### src/rtl/uart_tx_arbiter.sv
// Round-robin arbiter/sequencer sharing one UART transmitter between NUM_REQ byte producers.
// Grants a pending requester, pulses the active-low start strobe, then follows the
// transmitter's busy signal to detect frame completion (or a start timeout).
`timescale 1ns/1ps

module uart_tx_arbiter #(
  parameter int unsigned NUM_REQ = 4,
  parameter int unsigned GAP_CYC = 2,
  parameter int unsigned TIMEOUT = 15
) (
  input  logic                       CLK_50M,
  input  logic                       RST_N,
  input  logic [NUM_REQ-1:0]         req,
  input  logic [8*NUM_REQ-1:0]       req_data,
  output logic [NUM_REQ-1:0]         req_ack,
  input  logic                       tx_busy,
  output logic                       tx_start_flag,
  output logic [7:0]                 tx_data,
  output logic [$clog2(NUM_REQ)-1:0] grant_id,
  output logic                       busy,
  output logic                       done,
  output logic                       err
);

  localparam int unsigned IdW  = $clog2(NUM_REQ);
  localparam int unsigned IdxW = IdW + 1;
  localparam logic [IdW-1:0] LastInit   = IdW'(NUM_REQ - 1);
  localparam logic [7:0]     TimeoutVal = 8'(TIMEOUT);
  // Gap counter counts down to zero, so it is loaded one short of the gap length
  localparam logic [7:0]     GapLoad    = (GAP_CYC == 0) ? 8'd0 : 8'(GAP_CYC - 1);

  typedef enum logic [2:0] {
    StIdle,
    StStart,
    StWaitOn,
    StWaitOff,
    StGap
  } state_e;

  state_e               state_q, state_d;
  logic [IdW-1:0]       last_q, last_d;
  logic [IdW-1:0]       grant_q, grant_d;
  logic [7:0]           data_q, data_d;
  logic [7:0]           cnt_q, cnt_d;
  logic [NUM_REQ-1:0]   ack_q, ack_d;
  logic                 flag_q, flag_d;
  logic                 busy_q, busy_d;
  logic                 done_q, done_d;
  logic                 err_q, err_d;

  logic                 found;
  logic [IdW-1:0]       winner;
  logic [IdxW-1:0]      rr_idx;
  logic [7:0]           win_byte;

  // Round-robin search starting just after the last grant, wrapping at NUM_REQ
  always_comb begin
    found  = 1'b0;
    winner = last_q;
    rr_idx = '0;
    for (int unsigned k = 1; k <= NUM_REQ; k++) begin
      rr_idx = {1'b0, last_q} + IdxW'(k);
      if (rr_idx >= IdxW'(NUM_REQ)) begin
        rr_idx = rr_idx - IdxW'(NUM_REQ);
      end
      if (!found && req[rr_idx[IdW-1:0]]) begin
        found  = 1'b1;
        winner = rr_idx[IdW-1:0];
      end
    end
  end

  // Byte of the winning requester
  always_comb begin
    win_byte = 8'h00;
    for (int unsigned i = 0; i < NUM_REQ; i++) begin
      if (IdW'(i) == winner) begin
        win_byte = req_data[8*i +: 8];
      end
    end
  end

  // Next-state and registered-output logic
  always_comb begin
    state_d = state_q;
    last_d  = last_q;
    grant_d = grant_q;
    data_d  = data_q;
    cnt_d   = cnt_q;
    ack_d   = '0;
    flag_d  = 1'b1;
    done_d  = 1'b0;
    err_d   = 1'b0;

    unique case (state_q)
      StIdle: begin
        if (found) begin
          grant_d        = winner;
          last_d         = winner;
          data_d         = win_byte;
          ack_d[winner]  = 1'b1;
          // Strobe goes low together with entry into START
          flag_d         = 1'b0;
          state_d        = StStart;
        end
      end
      StStart: begin
        cnt_d   = 8'd0;
        state_d = StWaitOn;
      end
      StWaitOn: begin
        if (tx_busy) begin
          state_d = StWaitOff;
        end else begin
          cnt_d = cnt_q + 8'd1;
          if (cnt_d == TimeoutVal) begin
            err_d   = 1'b1;
            state_d = StIdle;
          end
        end
      end
      StWaitOff: begin
        if (!tx_busy) begin
          done_d = 1'b1;
          if (GAP_CYC == 0) begin
            state_d = StIdle;
          end else begin
            cnt_d   = GapLoad;
            state_d = StGap;
          end
        end
      end
      StGap: begin
        if (cnt_q == 8'd0) begin
          state_d = StIdle;
        end else begin
          cnt_d = cnt_q - 8'd1;
        end
      end
      default: state_d = StIdle;
    endcase

    busy_d = (state_d != StIdle);
  end

  // State and output registers; the strobe resets high so no spurious frame is launched
  always_ff @(posedge CLK_50M or negedge RST_N) begin
    if (!RST_N) begin
      state_q <= StIdle;
      last_q  <= LastInit;
      grant_q <= '0;
      data_q  <= 8'h00;
      cnt_q   <= 8'd0;
      ack_q   <= '0;
      flag_q  <= 1'b1;
      busy_q  <= 1'b0;
      done_q  <= 1'b0;
      err_q   <= 1'b0;
    end else begin
      state_q <= state_d;
      last_q  <= last_d;
      grant_q <= grant_d;
      data_q  <= data_d;
      cnt_q   <= cnt_d;
      ack_q   <= ack_d;
      flag_q  <= flag_d;
      busy_q  <= busy_d;
      done_q  <= done_d;
      err_q   <= err_d;
    end
  end

  assign req_ack       = ack_q;
  assign tx_start_flag = flag_q;
  assign tx_data       = data_q;
  assign grant_id      = grant_q;
  assign busy          = busy_q;
  assign done          = done_q;
  assign err           = err_q;

endmodule

### config.mk
export PLATFORM = sky130hd
export DESIGN_NAME = uart_tx_arbiter
export DESIGN_NICKNAME = d
export VERILOG_FILES = /design/src/rtl/uart_tx_arbiter.sv
export SDC_FILE = /design/constraint.sdc
export NUM_CORES = 1
export LEC_CHECK = 0
export CORE_MARGIN = 4
export CORE_UTILIZATION = 51
export CTS_BUF_LIST = sky130_fd_sc_hd__clkbuf_4 sky130_fd_sc_hd__clkbuf_8 sky130_fd_sc_hd__clkbuf_16
export DETAILED_ROUTE_END_ITERATION = 8
export MAX_ROUTING_LAYER = met4
export PLACE_DENSITY = 0.94
export SKIP_LAST_GASP = 1
export SLEW_MARGIN = 5
export SYNTH_ARGS = -nofsm -noshare
export SYNTH_HDL_FRONTEND = slang
export SYNTH_SLANG_ARGS = --single-unit
export TNS_END_PERCENT = 20
### constraint.sdc
create_clock -name CLK_50M -period 4.5 [get_ports CLK_50M]
set_input_delay 0.675 -clock CLK_50M [delete_from_list [all_inputs] [get_ports CLK_50M]]
set_output_delay 0.675 -clock CLK_50M [all_outputs]
set_load 0.01 [all_outputs]
---- Yosys cells after proc, flatten, opt, wreduce, memory -nomap -nowiden ----
Cells that the tools add are included.
word-level totals
  bits in registers ....................... 31
  bits of input ports ..................... 39
  output and inout bits ................... 18
  logic and storage cells ................. 100
operators by class
  $add $sub $neg .......................... 10
  order comparisons ....................... 10
  eq/ne operators ......................... 11
  muxes and demuxes ....................... 45
  reductions and logical operators ........ 14
operators by type and width
  cell                                                                          count
  8-bit 2-to-1 mux                                                              7
  8-bit case mux with 4 select lines                                            1
  1-bit 2-to-1 mux                                                              16
  2-bit 2-to-1 mux                                                              8
  2-bit by 3-bit less-than comparator with 1-bit output, second input constant  5
  3-bit 2-to-1 mux                                                              5
  3-bit case mux with 5 select lines                                            1
  3-bit greater-or-equal comparator, second input constant                      4
  8-bit by 1-bit adder with 8-bit output, second input constant                 1
  1-bit binary-select mux with 2-bit select                                     4
  8-bit by 4-bit equality test with 1-bit output, second input constant         1
  8-bit zero test                                                               1
  4-bit 2-to-1 mux                                                              2
  2-bit by 1-bit subtractor with 2-bit output, second input constant            4
  8-bit by 1-bit subtractor with 8-bit output, second input constant            1
  2-bit by 2-bit adder with 3-bit output, second input constant                 2
  3-bit by 2-bit equality test with 1-bit output, second input constant         2
  2-bit inequality test, second input constant                                  3
  2-bit equality test, first input constant                                     2
  1-bit logical AND                                                             4
  4-bit AND reduction                                                           1
  4-bit nonzero test                                                            1
  2-bit by 1-bit adder with 3-bit output, second input constant                 1
  2-bit by 3-bit adder with 3-bit output, second input constant                 1
  other kinds (10)                                                              12

---- Logic depth before layout (Yosys ltp) ----
  depth in word-level cells ............... 21
  mapped depth ............................ 7
  depth with buffers taken out ............ 7

---- Least setup slack after synthesis ----
OpenSTA, ideal clock, no wires.
  kind .................................... in2reg
  start point ............................. in req[1]
  end point ............................... reg data_q[0], in the netlist tx_data[0]
  setup time .............................. 0.090 ns
  arrival time ............................ 1.776 ns
  required time ........................... 4.410 ns
  slack ................................... 2.633 ns
  stages .................................. 6
  path buffers ............................ 1
  path through ............................ o21ai_0 > o21ai_0 > a221o_1 > buf_2 > nand2b_1 > o221ai_1
on the way
  cells in the longest elaborated chain, start to end .. 17
  elaborated cells between the ends (all ways) .. 31
  those cells by class .................... 3 x eq/ne; 20 x mux; 8 x reduce/logical
RTL lines
  item                                       line  RTL
  start, declared                            13    input logic [NUM_REQ-1:0] req,
  1-bit binary-select mux with 2-bit select  66    if (!found && req[rr_idx[IdW-1:0]]) begin
  1-bit 2-to-1 mux (not written as such)     66
  1-bit 2-to-1 mux                           66
  1-bit zero test                            66
  1-bit logical AND                          66
  1-bit 2-to-1 mux                           66
  1-bit zero test                            66
  1-bit logical AND                          66
  1-bit 2-to-1 mux                           66
  1-bit zero test                            66
  1-bit logical AND                          66
  2-bit 2-to-1 mux                           66
  2-bit zero test                            77    if (IdW'(i) == winner) begin
  8-bit 2-to-1 mux (4 in a row)              77
  end signal, assigned                       163   data_q <= data_d;
  end, declared                              43    logic [7:0] data_q, data_d;
Several ways; a longest one is shown, not always the timed one. The select of a mux whose other input is x is not followed.
A chain may end at the register's enable or synchronous reset.

---- Worst setup path after layout ----
  start point ............................. in req[3]
  end point ............................... reg data_q[4], in the netlist tx_data[4]
The elaborated chain is that of the path after synthesis.

==> metrics.cfg <==
[grt]
grt_max_degree=32
gr-usage-all-layers=0.225
grt-ovfl-total=0
first_global_vias=1712
grt_pass1_wl_mm=8.48
antenna_found_initial=0

[layout]
fill_cells=247
mostFrequentLayoutCells=clkdlybuf4s50_1 (56), dfrtp_1 (28), nand2_1 (27)
drive_gt1_frac=0.0749
area_growth_pct=36.0
final_common_cell=clkdlybuf4s50_1
layout.nets=308
diodes=0

[synth]
synth-seq-area-share=0.409
ys_warn_count=0
synthCells=215
yosys_most_used_dff=dfrtp_1
syn_area_per_cell_um2=8.87
synth_area_mm2=0.00191
synthArstFlopShare=1.00
ys_ff_latch=31
synth-edff-count=0
synthDistinctLibCells=50
syn_nets=257

[critical_path]
crit_fanout=13
r2r-end=tx_data[4]$_DFFE_PN0P_
critPathArrivalTime_ns=3.23
worstSetupStartpointType=primary input
rrSetupSlack_ns=2.01
r2r-start=state_q[2]$_DFF_PN0_
cp.depth=6
cp-end-kind=register
slowest_stage=a2111oi_2
crit_family=compound AO/OA/AOI/OAI gates
cp_num_buf_inv=2
crit_chain=clkdlybuf4s50_1, nor2_1, a2111oi_2, inv_1, a2bb2oi_1, o221ai_1
reg2regPathDepth=4
setup.worst_path.class=primary input to register
cp_data_required_time_ns=4.64
critPathMaxStageDelay_ns=0.99

[timing]
hold_violations=0
period_needed_ns=3.09
max_freq_mhz=324
finalSetupViolCount=0
fin_skew_ns=0.00341
drv_slew=0
setup_tns_ns=0
rsz0062_at_grt=no
tightest_slew_ns=1.07
fin_crit_sh=0.687
whs_ns=0.480
slew_headroom=0.284

[floorplanning]
dieHeight_um=69.1
dieArea_mm2=0.00478
die_w_um=69.1
io_pins=57
start_util=0.550
fp.coreArea_mm2=0.00347
rows=21

[pwr]
peakVddDrop_uv=483
power.total_mw=1.61
p_leak_nw=1.09
power_density_mw_per_mm2=620

[placement]
dpl.hpwl_mm=3.60
numPortBuffers=56
gp_congestion=0.908

[clock_tree]
numCtsBuffers=5
max-clock-path-buffers=2
postCtsResizedCells=0
clock-sinks=31
h-tree-depth=2
cts_tree=built
clock_latency_ns=0.28
root_buffer=clkbuf_8
cts_hold_buf=0
path_clk_slew_ns=0.06
postCtsSetupRepairBufs=0

[routing]
routed-via-count=1828
drtAntennaViolNets=0
firstDrtPassIters=4
drc=0
wire_per_inst_um=15.5
first_iter_violations=128
wl_mm=4.86
viasPerCell=5.84

[min_path]
min_path_cells=2
holdCritPathClass=register to register
whs_endpoint=grant_id[1]$_DFFE_PN0P_
min_from=grant_id[1]$_DFFE_PN0P_

[run]
max-cap-violations=0

[status]
status=finished clean

## cell type report
class	instances	area [um^2]	share of cell area
Multi-Input combinational cell	158	1020	0.394
Clock buffer	6	82.6	0.0318
Inverter	13	48.8	0.0188
Sequential cell	31	779	0.301
Tap cell	46	57.6	0.0222
Timing Repair Buffer	57	568	0.219
Clock inverter	2	35.0	0.0135
## metal layers
layer | GRT usage | vias up | routed length [um]
met5 | - | - | 0
met4 | 0.0781 | 0 | 82
met3 | 0.0712 | 9 | 361
met2 | 0.326 | 85 | 2210
met1 | 0.296 | 852 | 2210
li1 | - | 882 | -
## cells in the mapped netlist, types with 2 or more instances
cell | n | area [um^2]
nor2_1 | 21 | 78.8
clkbuf_1 | 7 | 26.3
o21a_1 | 4 | 30.0
dfrtp_1 | 28 | 701
nand2b_1 | 4 | 25.0
a221oi_1 | 2 | 17.5
nand3_1 | 4 | 20.0
xor2_1 | 3 | 26.3
a22o_1 | 2 | 17.5
or2_2 | 2 | 12.5
a2bb2oi_1 | 5 | 43.8
o31ai_1 | 3 | 22.5
o21ai_0 | 13 | 65.1
nor3_1 | 3 | 15.0
nand4_1 | 3 | 18.8
ha_1 | 3 | 37.5
a21oi_1 | 7 | 35.0
buf_2 | 6 | 30.0
or4_1 | 2 | 15.0
dfstp_2 | 3 | 78.8
o221ai_1 | 8 | 70.1
inv_1 | 13 | 48.8
mux2i_1 | 12 | 120
o22ai_1 | 3 | 18.8
nand2_1 | 27 | 101
nor2b_1 | 3 | 18.8
## worst register-to-register path, delay by kind of cell (launching register included)
family,cells,cell delay (ns)
AO/OA/AOI/OAI,3,1.43
flip-flops,1,0.50
buffers and inverters,1,0.42
## worst max-delay path by stage
stage,start,endpoint
final,req[3],tx_data[4]$_DFFE_PN0P_
after global routing,req[3],tx_data[4]$_DFFE_PN0P_
after CTS,req[3],tx_data[4]$_DFFE_PN0P_
after detailed placement,req[3],tx_data[4]$_DFFE_PN0P_
after global placement,req[3],tx_data[7]$_DFFE_PN0P_
after floorplan,req[1],tx_data[0]$_DFFE_PN0P_
## flip-flops by register name (all words and copies together) (netlist names)
| name | cells |
|---|---|
| grant_id | 2 |
| tx_data | 8 |
| err | 1 |
| cnt_q | 8 |
| req_ack | 4 |
| tx_start_flag | 1 |
| done | 1 |
| busy | 1 |
| last_q | 2 |
| state_q | 3 |
## stage by stage
stage	worst slack, ns	std cells	util	cell area (um^2)
2_1_floorplan	2.63	215	-	1910
3_3_place_gp	1.33	305	0.714	2480
3_5_place_dp	1.21	305	0.714	2480
4_1_cts	1.44	313	0.748	2590
5_1_grt	1.15	313	0.748	2590
6_report	1.41	313	0.748	2590
## where the power goes
group          internal [mW]  switching, mW  total (mW)
Clock                  0.179          0.101       0.279
Combinational          0.390          0.417       0.807
Sequential             0.397          0.124       0.521
## logic make-up (layout without fill, tap and decap cells)
| logic type | count (synthesis) | count (layout) | share of synthesized area |
|---|---|---|---|
| and+or+nand+nor | 76 | 76 | 0.190 |
| AOI/OAI and AO/OA | 63 | 63 | 0.245 |
| DFF | 31 | 31 | 0.409 |
| buffers and inverters | 26 | 78 | 0.0551 |
| muxes | 12 | 12 | 0.0630 |
| xor gates and xnor gates | 4 | 4 | 0.0184 |
| adders and majority gates | 3 | 3 | 0.0197 |
Note: power is estimated with default switching activity, not from simulation.
